==> src/rtl/mem_copy_engine_pkg.sv <==
// Shared types and defaults for the block-copy DMA helper.
// Holds the FSM state encoding and the overlap direction decision.
package mem_copy_pkg;

   localparam int DEF_DW    = 32;
   localparam int DEF_DEPTH = 64;
   localparam int DEF_AW    = 6;

   typedef enum logic [1:0] {
      IDLE,
      READ,
      WRITE,
      DONE
   } state_t;

   // Copy high-to-low when the destination starts inside the source span.
   function automatic logic is_desc(
      input int unsigned src,
      input int unsigned dst,
      input int unsigned len
   );
      return (dst > src) && (dst < src + len);
   endfunction

endpackage

==> src/rtl/mem_copy_engine.sv <==
// Block-copy engine with memmove semantics on a single-port memory.
// One word every two cycles: a read cycle followed by a write cycle.
module mem_copy_engine
   import mem_copy_pkg::*;
#(
   parameter int DW    = DEF_DW,
   parameter int DEPTH = DEF_DEPTH,
   parameter int AW    = DEF_AW
) (
   input  logic          CLK,
   input  logic          RST_N,
   input  logic          start,
   input  logic [AW-1:0] src_addr,
   input  logic [AW-1:0] dst_addr,
   input  logic [AW:0]   length,
   output logic          busy,
   output logic          done,
   output logic          err,
   output logic          MemRead,
   output logic          MemWrite,
   output logic [31:0]   Address,
   output logic [DW-1:0] Write_data,
   input  logic [DW-1:0] Read_data
);

   localparam logic [AW:0] LIM = (AW+1)'(DEPTH);

   state_t        state, state_nx;
   logic [AW-1:0] src_ptr, dst_ptr;
   logic [AW:0]   cnt;
   logic          desc, desc_nx, fits, go;

   assign fits = ({1'b0, src_addr} + length <= LIM)
              && ({1'b0, dst_addr} + length <= LIM);
   assign go   = (state == IDLE) && start;
   assign desc_nx = is_desc(32'(src_addr), 32'(dst_addr), 32'(length));

   always_ff @(posedge CLK or negedge RST_N) begin
      if (!RST_N) state <= IDLE;
      else        state <= state_nx;
   end

   // Strobes decode from the state register only, never from start.
   always_comb begin
      state_nx   = state;
      busy       = 1'b1;
      done       = 1'b0;
      MemRead    = 1'b0;
      MemWrite   = 1'b0;
      Address    = '0;
      Write_data = '0;
      unique case (state)
         IDLE: begin
            busy = 1'b0;
            if (start && fits)
               state_nx = (length == '0) ? DONE : READ;
         end
         READ: begin
            MemRead  = 1'b1;
            Address  = 32'(src_ptr);
            state_nx = WRITE;
         end
         WRITE: begin
            MemWrite   = 1'b1;
            Address    = 32'(dst_ptr);
            Write_data = Read_data;
            state_nx   = (cnt == (AW+1)'(1)) ? DONE : READ;
         end
         DONE: begin
            done     = 1'b1;
            state_nx = IDLE;
         end
         default: state_nx = IDLE;
      endcase
   end

   always_ff @(posedge CLK or negedge RST_N) begin
      if (!RST_N) begin
         src_ptr <= '0;
         dst_ptr <= '0;
         cnt     <= '0;
         desc    <= 1'b0;
         err     <= 1'b0;
      end else begin
         err <= go && !fits;
         if (go && fits) begin
            desc <= desc_nx;
            cnt  <= length;
            if (desc_nx) begin
               src_ptr <= src_addr + AW'(length) - AW'(1);
               dst_ptr <= dst_addr + AW'(length) - AW'(1);
            end else begin
               src_ptr <= src_addr;
               dst_ptr <= dst_addr;
            end
         end else if (state == WRITE) begin
            cnt <= cnt - (AW+1)'(1);
            if (desc) begin
               src_ptr <= src_ptr - AW'(1);
               dst_ptr <= dst_ptr - AW'(1);
            end else begin
               src_ptr <= src_ptr + AW'(1);
               dst_ptr <= dst_ptr + AW'(1);
            end
         end
      end
   end

endmodule

==> config.mk <==
export PLATFORM = sky130hd
export DESIGN_NAME = mem_copy_engine
export DESIGN_NICKNAME = d
export VERILOG_FILES = /design/src/rtl/mem_copy_engine_pkg.sv /design/src/rtl/mem_copy_engine.sv
export SDC_FILE = /design/constraint.sdc
export NUM_CORES = 1
export LEC_CHECK = 0
export CAP_MARGIN = 10
export CORE_ASPECT_RATIO = 1.4
export CORE_UTILIZATION = 47
export CTS_CLUSTER_SIZE = 14
export DETAILED_ROUTE_END_ITERATION = 8
export GPL_ROUTABILITY_DRIVEN = 0
export GPL_TIMING_DRIVEN = 0
export PLACE_DENSITY = 0.82
export SLEW_MARGIN = 5
export SYNTH_ARGS = -nofsm -noshare
export SYNTH_HDL_FRONTEND = slang
export SYNTH_SLANG_ARGS = --single-unit
==> constraint.sdc <==
create_clock -name CLK -period 2.35 [get_ports CLK]
set_input_delay 0.3525 -clock CLK [delete_from_list [all_inputs] [get_ports CLK]]
set_output_delay 0.3525 -clock CLK [all_outputs]
set_load 0.005 [all_outputs]
-- Yosys cells after proc, flatten, opt, wreduce, memory -nomap -nowiden
Index checks and enable logic that the tools add are counted.
- $add $sub $neg: 12
- $mul: 0
- divide/modulo/power cells: 0
- $lt $le $gt $ge: 4
- equal/unequal tests: 5
- shifts and indexed selects: 0
- muxes and demuxes: 20
- bitwise logic cells: 0
- reductions and logical operators: 10
- operators with widths (cell ; count):
    two-way mux 6 bit ; 8
    two-way mux 32 bit ; 1
    subtractor 6 x 1 -> 6 bit (second input constant) ; 4
    adder 6 x 7 -> 7 bit ; 2
    less-or-equal comparator 7 bit (second input constant) ; 2
    two-way mux 7 bit ; 2
    adder 6 x 1 -> 6 bit (second input constant) ; 2
    adder 6 bit ; 2
    one-hot mux 6 bit (2 select lines) ; 1
    adder 6 x 7 -> 8 bit ; 1
    less-than comparator 6 x 8 -> 1 bit ; 1
    one-hot mux 2 bit (4 select lines) ; 1
    == test 7 x 1 -> 1 bit (second input constant) ; 1
    zero test 7 bit ; 1
    subtractor 7 x 1 -> 7 bit (second input constant) ; 1
    > comparator 6 bit ; 1
    logical AND 1 bit ; 6
    two-way mux 2 bit ; 3
    == test 2 bit (second input constant) ; 2
    two-way mux 1 bit ; 4
    == test 2 x 1 -> 1 bit (second input constant) ; 1
    zero test 2 bit ; 1
    != test 2 x 1 -> 1 bit (second input constant) ; 1
    nonzero test 2 bit ; 1
    zero test 1 bit ; 1
- bits in registers: 23
- bits in latches: 0
- bits in writable memories: 0
- memory bits (read-only): 0
- input bits: 54
- output and inout bits: 69
- logic and storage cells: 57
- memories: 0

-- Longest topological paths before layout
Gate-level depths: netlist of the first run.
- word-level depth: 6
- gate-level depth with buffers: 13
- mapped depth without buffers: 12

-- Worst setup path before layout of the first run
Ideal clock, no wire load.
- path kind: input-to-reg
- from: in src_addr[0]
- to: reg dst_ptr[0]
- setup time: 0.082 ns
- data arrival time: 2.812 ns
- data required time: 2.268 ns
- slack: -0.544 ns
- stages on the path: 12
- path buffers: 1
- path through: ha_1 -> fa_1 -> a211o_1 -> o21ai_0 -> xnor2_1 -> ha_1 -> nand2_1 -> o31ai_1 -> and3_1 -> buf_2 -> o21ai_0 -> a31oi_1
- word-level cells in the longest chain between the ends: 5
- elaborated cells on any way between the ends: 11
- those cells by class: add/sub (2); order compare (3); mux (2); reduce/logical (4)
- RTL lines (item ; RTL line ; RTL):
    start, declared ; mem_copy_engine.sv:13 ; input logic [AW-1:0] src_addr,
    adder 6 x 7 -> 8 bit or adder 6 x 7 -> 7 bit (tied branches) ; mem_copy_engine_pkg.sv:22, mem_copy_engine.sv:33 ;
    less-than comparator 6 x 8 -> 1 bit or less-or-equal comparator 7 bit (tied branches) ; mem_copy_engine_pkg.sv:22, mem_copy_engine.sv:33 ;
    logical AND 1 bit, on equally long branches ; mem_copy_engine_pkg.sv:22, mem_copy_engine.sv:34 ;
    two-way mux 6 bit or logical AND 1 bit (tied branches) ; mem_copy_engine.sv:89, mem_copy_engine.sv:86 ;
    two-way mux 6 bit or nonzero test 2 bit (tied branches) ; -- ;
    end signal, assigned ; mem_copy_engine.sv:91 ; dst_ptr <= dst_addr + AW'(length) - AW'(1);
    end signal, assigned ; mem_copy_engine.sv:94 ; dst_ptr <= dst_addr;
    end signal, assigned ; mem_copy_engine.sv:100 ; dst_ptr <= dst_ptr - AW'(1);
    end, declared ; mem_copy_engine.sv:29 ; logic [AW-1:0] src_ptr, dst_ptr;
Parallel ways exist; a longest one is shown, timed or not.
A chain may end at the register's enable or synchronous reset.

-- Final worst setup path of the first run
- from: in length[0]
- to: reg src_ptr[4]
- word-level cells in the longest chain between the ends: 5
- elaborated cells on any way between the ends: 14
- those cells by class: add/sub (5); order compare (3); mux (2); reduce/logical (4)
- RTL lines (item ; RTL line ; RTL):
    start, declared ; mem_copy_engine.sv:15 ; input logic [AW:0] length,
    adder 6 x 7 -> 8 bit (tied with other cells) ; mem_copy_engine_pkg.sv:22 ; return (dst > src) && (dst < src + len);
    less-than comparator 6 x 8 -> 1 bit (tied with other cells) ; mem_copy_engine_pkg.sv:22 ;
    logical AND 1 bit, on equally long branches ; mem_copy_engine_pkg.sv:22, mem_copy_engine.sv:34 ;
    two-way mux 6 bit or logical AND 1 bit (tied branches) ; mem_copy_engine.sv:89, mem_copy_engine.sv:86 ;
    two-way mux 6 bit or nonzero test 2 bit (tied branches) ; -- ;
    end signal, assigned ; mem_copy_engine.sv:90 ; src_ptr <= src_addr + AW'(length) - AW'(1);
    end signal, assigned ; mem_copy_engine.sv:93 ; src_ptr <= src_addr;
    end signal, assigned ; mem_copy_engine.sv:99 ; src_ptr <= src_ptr - AW'(1);
    end, declared ; mem_copy_engine.sv:29 ;
Parallel ways exist; a longest one is shown, timed or not.

==> flow_summary.yaml, run 1 <==
sta:
  tightest_slew_ps: 1010
  fmax_mhz: 372
  final.min_clock_period_ps: 2690
  setup_violations: 18
  slew_headroom: 0.325
  rsz0062_at_grt: "yes"
  min_period_over_period: 1.14
  hold_ws_ps: 368
  layout_setup_ws_ps: -340
  report.final.slew_viol_count: 0
  final.setup_skew_ps: 6.63
  hold_viol_final: 0
clocking:
  tritoncts: "yes"
  cts_max_level: 1
  root_buffer: "clkbuf_8"
  cts_buffers: 3
  clk_pin_slew_ps: 80
  holdBufCountCts: 0
  cts.path.max_buffers: 2
  clk_latency_ps: 280
  clock_sinks: 23
status:
  status: "finished with violations"
  violations: "negative setup slack"
layout:
  syn_to_final_growth_pct: 50.4
  finalNetCount: 713
  n_antenna_cell: 0
  fillerInstances: 520
  stdcell_area_um2: 5510
  drive_above_1_share: 0.252
worst_setup_path:
  crit_chain: "buf_8, ha_4, fa_2, a211o_4, o21ai_4, xnor2_2, ha_1, nand2_2, o31ai_4, and3_4, buf_6, o21ai_2, a31oi_1"
  cp.buffers_inverters: 2
  path_max_fanout: 7
  start_kind: "input port"
  end_kind: "flop"
  path_class: "input port to flop"
  critPathArrivalTime_ps: 2870
  crit_family: "compound AO/OA/AOI/OAI gates"
  crit_path_max_incr_delay_ps: 410
  crit_required_ps: 2530
  critPathSlowestCell: "fa_2"
place:
  dp_hpwl_um: 8550
  io_buffers: 96
  placed_area_um2: 4940
  post-place-ws_ps: -1420
floorplanning:
  start_util: 0.491
  chipHeight_um: 106
  fp-row-count: 37
  design.die.area_um2: 8150
  die_w_um: 76.6
  core_um2: 7450
  io_pins: 123
route:
  drcViolationCount: 0
  wire_per_inst_um: 16.5
  route.vias.total: 3835
  via_per_inst: 5.53
  firstDrtPassIters: 4
  drtIter0Drc: 130
  postRouteAntennaNets: 0
  wirelength_um: 11500
synth:
  ys_seq_area_frac: 0.157
  yosysTopAreaCellShare: 0.191
  synth_edf_count: 0
  synthArstFlopShare: 1.00
  synth_area_um2: 3660
  postSynthAreaPerCell_um2: 8.21
  yosys_warnings: 0
  ys_ff_latch: 23
  synthCells: 446
  synth_ff_type: "dfrtp_1"
  yosysUniqueCellTypes: 53
  post_synth_main_area_contributors: "ha_1 19%, dfrtp_1 16%, and2_1 5.6%, inv_1 5.6%, buf_4 5.3%"
  yosysTopAreaCell: "ha_1"
power_and_ir_drop:
  p_per_area_nw_per_um2: 777
  leakagePower_nw: 2.57
  irDropWorstVdd_uv: 340
grt:
  grt_pass1_wl_um: 17600
  antenna_found_initial: 0
  gr-total-overflow: 0
  grt_max_degree: 24
  grtUsageTotal: 0.275
  grt_pass1_vias: 3739
worst_hold_path:
  hold_path.class: "input port to flop"
job:
  cap_violations: 0
==> registers in the layout (all words and copies together) (netlist names) <==
signal and cells:
cnt 7, desc 1, dst_ptr 6, err 1, src_ptr 6, state 2
==> kinds of logic after synthesis <==
family                     after synthesis  share of synthesized area
DFF                                     23                      0.157
adders and majority gates               62                      0.224
and+or+nand+nor                        122                      0.196
AOI/OAI and AO/OA                       99                      0.181
muxes                                   19                     0.0536
buffers and inverters                   96                      0.129
other                                    1                    0.00102
xor gates and xnor gates                24                     0.0574
==> power by group <==
part           switching [mW]  internal (mW)
clock                   0.132          0.119
combinational            1.53           1.70
sequential              0.208          0.600
==> worst min-delay path: stages <==
cell and delay (ps):
buf_6 120, o21ai_2 50, a31oi_1 70
==> synthesized netlist by cell type (3+ instances only) <==
master / number
ha_1: 56
inv_1: 55
and2_1: 33
buf_4: 26
o21ai_0: 26
dfrtp_1: 23
a31oi_1: 22
xnor2_1: 17
a21oi_1: 14
mux2i_1: 14
nand3_1: 13
nor2b_1: 13
nor2_1: 11
nand2_1: 10
nor3_1: 10
clkbuf_1: 9
a21o_1: 8
or3_1: 7
xor2_1: 7
a22oi_1: 6
fa_1: 6
mux2_2: 5
nand4_1: 5
nor3b_1: 4
a211oi_1: 3
a21boi_0: 3
nand2b_1: 3
nor4_1: 3
o211ai_1: 3
o21a_1: 3
==> what timing repair did <==
action / in CTS / in global routing
endpoints found under the setup margin: 61 / 59
gates cloned: 1 / 0
pin swaps: 25 / 21
buffers inserted: 19 / 8
resized for setup: 131 / 47
==> per-layer routing <==
metal,global-route usage,vias to the layer above,routed length [um]
li1,-,1811,-
met1,0.251,1810,3940
met2,0.541,168,6390
met3,0.0455,46,552
met4,0.191,0,569
met5,0,-,0
==> through the flow <==
step	total power, mW	cells	util	setup TNS (ps)
after floorplan	2.68	471	-	-3700
after global placement	3.49	664	0.663	-42290
after detailed placement	3.60	664	0.663	-47470
after CTS	4.06	685	0.716	-2830
after global routing	4.63	693	0.739	-4910
final	4.28	693	0.739	-3810
==> final cells by class <==
cell class | count | area [um2] | share of cell area
multi-input cells | 352 | 3070 | 0.557
repair buffers | 124 | 1190 | 0.216
flip-flops and latches | 23 | 576 | 0.104
plain buffers | 37 | 287 | 0.0520
inverters | 56 | 215 | 0.0391
well taps | 97 | 121 | 0.0220
clock buffers | 3 | 41.3 | 0.00750
clock inverters | 1 | 5.00 | 0.000909
==> worst paths after layout <==
path / startpoint / slack (ps) / endpoint / depth (start not counted)
setup / recovery: length[0] / -340 / src_ptr[4] / 13
hold / removal: dst_addr[1] / 370 / dst_ptr[1] / 3
setup reg to reg: desc / 100 / src_ptr[4] / 8
hold reg to reg: dst_ptr[5] / 590 / dst_ptr[5] / 2
max in group asynchronous: RST_N / 1110 / dst_ptr[4] / 1
min in group asynchronous: RST_N / 630 / desc / 1
==> cell usage in the layout, fill, tap and decap left out, types with 4 or more instances in the layout <==
master,n
clkdlybuf4s50_1,75
buf_4,52
inv_1,47
ha_1,41
and2_1,33
conb_1,26
dfrtp_1,23
a31oi_1,21
xnor2_1,15
mux2i_1,14
nor2b_1,13
a21oi_1,13
nand3_1,12
o21ai_0,11
buf_6,11
ha_4,11
nor2_1,10
nor3_1,10
o21ai_2,9
a21o_1,8
nand2_1,8
inv_2,7
xor2_1,7
a22oi_1,6
or3_1,6
o21ai_1,5
nand4_1,5
nor3b_1,4
mux2_2,4
fa_2,4
ha_2,4
buf_2,4
dlymetal6s2s_1,4
Note: power is estimated with default switching activity, not from simulation.
==> run 2, diff against run 1 <==
SETUP_SLACK_MARGIN = 0.2   (was not set)
==> flow_summary.yaml, run 2 (synthesized netlist as in run 1, its figures left out) <==
status:
  status: "finished with violations"
  violations: "negative setup slack"
floorplanning:
  die_w_um: 76.6
  core_um2: 7450
  chipHeight_um: 106
  design.die.area_um2: 8150
  start_util: 0.491
  fp-row-count: 37
  io_pins: 123
layout:
  final_common_cell: "buf_4"
  stdcell_count: 700
  finalNetCount: 720
  largest-register: "cnt"
  top_regs: "cnt x7, dst_ptr x6, src_ptr x6"
  final_cell_mix: "50 x buf_4, 44 x inv_1, 41 x ha_1"
  n_antenna_cell: 0
  final_util: 0.747
  drive_above_1_share: 0.265
  largest_reg_flops: 7
  syn_to_final_growth_pct: 52.0
  fillerInstances: 546
worst_setup_path:
  crit_family: "compound AO/OA/AOI/OAI gates"
  critPathArrivalTime_ps: 2790
  worstReg2RegEnd: "dst_ptr[4]"
  crit_chain: "buf_8, ha_4, fa_2, a211o_1, o21ai_1, xnor2_1, ha_1, nand2_2, o31ai_4, and3_4, buf_4, o21ai_0, a31oi_1"
  critPathSlowestCell: "fa_2"
  end_kind: "flop"
  path_class: "input port to flop"
  r2r_slack_ps: 30
  crit_path_max_incr_delay_ps: 350
  cp.buffers_inverters: 2
  path_max_fanout: 7
  crit_required_ps: 2540
  start_kind: "input port"
  rr_startpoint: "desc"
  rr_worst_depth: 8
clocking:
  cts_max_level: 1
  tritoncts: "yes"
  clk_latency_ps: 280
  root_buffer: "clkbuf_8"
  clock_sinks: 23
  clk_pin_slew_ps: 80
  holdBufCountCts: 0
  cts.path.max_buffers: 2
  cts_buffers: 3
place:
  dp_hpwl_um: 8650
  post-place-ws_ps: -1400
  io_buffers: 96
  dp_cells: 664
grt:
  grtUsageTotal: 0.277
  gr-total-overflow: 0
  antenna_found_initial: 0
  grt_pass1_vias: 3904
  grt_max_degree: 24
  grt_pass1_wl_um: 18000
route:
  wirelength_um: 11600
  route.vias.total: 3844
  drtIter0Drc: 177
  firstDrtPassIters: 5
  postRouteAntennaNets: 0
  wire_per_inst_um: 16.6
  drcViolationCount: 0
  via_per_inst: 5.49
sta:
  setup_violations: 22
  final.setup_skew_ps: 6.12
  hold_viol_final: 0
  min_period_over_period: 1.11
  layout_setup_ws_ps: -251
  report.final.slew_viol_count: 0
  tightest_slew_ps: 1010
  rsz0062_at_grt: "yes"
  fmax_mhz: 384
  final.min_clock_period_ps: 2600
  slew_headroom: 0.325
power_and_ir_drop:
  p_per_area_nw_per_um2: 777
  leakagePower_nw: 2.74
  irDropWorstVdd_uv: 378
worst_hold_path:
  hold_path.class: "input port to flop"
  hold_depth: 3
  min-delay-start: "src_addr[0]"
  hold_end: "src_ptr[0]"
job:
  cap_violations: 0
==> run 2: metrics by stage <==
| stage | hold WS, ps | cell area, um2 | power, mW | TNS [ps] |
|---|---|---|---|---|
| 2_1_floorplan | 56.9 | 3880 | 2.69 | -3710 |
| 3_3_place_gp | 569 | 4960 | 3.49 | -42500 |
| 3_5_place_dp | 579 | 4960 | 3.62 | -44890 |
| 4_1_cts | 354 | 5460 | 4.14 | -2680 |
| 5_1_grt | 371 | 5570 | 4.65 | -4650 |
| 6_report | 361 | 5570 | 4.33 | -2860 |
==> run 2: worst max path at each step <==
stage	cells after the start	from	endpoint	slack, ps
after floorplan	12	src_addr[0]	dst_ptr[3]	-300
after global placement	11	length[1]	dst_ptr[0]	-1390
after detailed placement	11	length[1]	dst_ptr[0]	-1400
after CTS	12	length[0]	dst_ptr[0]	-200
after global routing	13	length[2]	dst_ptr[3]	-360
final	13	length[0]	dst_ptr[3]	-250
==> run 2: worst reg2reg max path: stages, from the launching register on <==
cell,delay [ps]
dfrtp_1,590
inv_1,210
fa_1,470
nor2b_1,130
o21ai_0,120
a21boi_0,200
nor3_1,80
a311oi_1,330
a31oi_2,50
==> run 2: area by class of cell <==
type | count | area [um2] | share of cell area
Sequential cell | 23 | 576 | 0.103
Clock inverter | 1 | 5.00 | 0.000899
Timing Repair Buffer | 128 | 1170 | 0.211
Clock buffer | 3 | 41.3 | 0.00742
Inverter | 56 | 220 | 0.0396
Tap cell | 97 | 121 | 0.0218
Buffer | 40 | 359 | 0.0645
Multi-Input combinational cell | 352 | 3070 | 0.552
==> run 2: repair_timing <==
item,in CTS,in global routing
pin swaps,27,15
setup endpoints to repair,62,24
setup buffers,24,7
resized for setup,194,21
cloned,1,0
endpoints found under the hold margin,0,0
==> run 2: layer usage <==
metal,up-vias,track usage,share of wire
met4,0,0.218,0.065
met2,193,0.537,0.54
li1,1815,-,-
met5,-,0,0
met3,55,0.0378,0.059
met1,1781,0.257,0.34
==> run 2: where the power goes <==
group	internal, mW	total (mW)	switching, mW
Sequential	0.600	0.811	0.211
Clock	0.119	0.255	0.136
Combinational	1.68	3.26	1.58
==> run 3, diff against run 2 <==
GPL_ROUTABILITY_DRIVEN = not set   (was 0)
==> flow_summary.yaml, run 3 (synthesized netlist as in run 1, its figures left out) <==
clocking:
  cts_max_level: 1
  clk_latency_ps: 260
  cts.path.max_buffers: 2
  root_buffer: "clkbuf_8"
  clock_sinks: 23
  tritoncts: "yes"
  clk_pin_slew_ps: 80
  cts_buffers: 3
floorplanning:
  die_w_um: 76.6
  start_util: 0.491
  fp-row-count: 37
  core_um2: 7450
  io_pins: 123
  design.die.area_um2: 8150
  chipHeight_um: 106
route:
  firstDrtPassIters: 4
  wirelength_um: 11200
  drtIter0Drc: 185
  postRouteAntennaNets: 0
  drcViolationCount: 0
  route.vias.total: 3790
  wire_per_inst_um: 16.0
  via_per_inst: 5.41
status:
  violations: "negative setup slack"
  status: "finished with violations"
layout:
  largest_reg_flops: 7
  drive_above_1_share: 0.247
  final_cell_mix: "48 x inv_1, 48 x buf_4, 44 x ha_1"
  finalNetCount: 720
  final_util: 0.749
  stdcell_count: 700
  syn_to_final_growth_pct: 52.4
  n_antenna_cell: 0
  largest-register: "cnt"
  top_regs: "cnt x7, dst_ptr x6, src_ptr x6"
place:
  post-place-ws_ps: -1400
  routabilityCongestion: 0.923
  io_buffers: 96
  dp_cells: 664
  dp_hpwl_um: 8700
worst_setup_path:
  crit_required_ps: 2490
  cp.buffers_inverters: 3
  rr_worst_depth: 8
  crit_path_max_incr_delay_ps: 310
  end_kind: "flop"
  path_max_fanout: 7
  crit_top_cell: "o211ai_1"
  worst-path-stages: 13
  path_class: "input port to flop"
  crit_family: "compound AO/OA/AOI/OAI gates"
  start_kind: "input port"
  r2r_slack_ps: 150
  critPathArrivalTime_ps: 2770
  critPathSlowestCell: "ha_4"
  crit_chain: "clkdlybuf4s15_2, inv_2, ha_4, o21ai_2, o21a_1, o211ai_1, ha_1, a21oi_2, o31ai_4, and3_4, buf_6, o211ai_1, mux2i_1"
sta:
  setup_violations: 21
  fmax_mhz: 381
  setup-tns-final_ps: -3950
  final.setup_skew_ps: 1.46
  layout_setup_ws_ps: -277
  hold_viol_final: 0
  slew_headroom: 0.337
  min_period_over_period: 1.12
  report.final.slew_viol_count: 0
  final.min_clock_period_ps: 2630
  rsz0062_at_grt: "yes"
  tightest_slew_ps: 992
grt:
  grt_pass1_vias: 3813
  gr-usage-met2: 0.534
  grt_max_degree: 24
  met1_usage: 0.257
  grt_util_met3: 0.0395
  gr-total-overflow: 0
  grt_pass1_wl_um: 17700
  antenna_found_initial: 0
  grtUsageTotal: 0.269
  top_usage_layer: "met2"
power_and_ir_drop:
  p_per_area_nw_per_um2: 773
  leakagePower_nw: 2.67
  irDropWorstVdd_uv: 438
  power.total_mw: 4.31
worst_hold_path:
  hold_depth: 3
  hold_path.class: "input port to flop"
job:
  cap_violations: 0
run 3: worst reg2reg max path, cell delays in order (launching register included):
cell and delay (ps):
dfrtp_1 570, inv_1 190, fa_1 440, nor2b_1 120
o21ai_0 100, a21boi_0 210, nor3_1 80, a311oi_1 300
a31oi_1 60
run 3: what timing repair did:
item,CTS,global route
gates resized for setup,168,35
pin swaps,22,14
hold buffers,0,0
setup buffers,22,9
cloned,1,0
setup endpoints to repair,61,44
run 3: power breakdown:
group	total (mW)	switching, mW	internal [mW]
clock	0.243	0.122	0.121
sequential	0.820	0.220	0.600
combinational	3.25	1.54	1.71
run 3: through the flow:
stage               instance area [um2]  hold slack [ps]
floorplan                          3880             56.9
global placement                   4960              570
detailed placement                 4960              575
CTS                                5410              400
global route                       5580              400
finish                             5580              406
run 3: area by class of cell:
type                    count  area, um2
inverters                  56        216
clock buffers               4       45.0
fillers                   536       1870
plain buffers              40        357
repair buffers            128       1210
multi-input cells         352       3060
well taps                  97        121
flip-flops and latches     23        576
run 3: worst paths after layout:
path / from / end
hold reg to reg: cnt[6] / cnt[6]
min in group asynchronous: RST_N / src_ptr[0]
hold / removal: src_addr[2] / src_ptr[2]
setup / recovery: length[3] / src_ptr[5]
max in group asynchronous: RST_N / cnt[0]
setup reg to reg: desc / dst_ptr[4]
run 3: routing by layer:
| metal | up-vias | wire (um) |
|---|---|---|
| met5 | - | 0 |
| met4 | 0 | 470 |
| met3 | 36 | 612 |
| met2 | 151 | 6280 |
| met1 | 1785 | 3830 |
| li1 | 1818 | - |
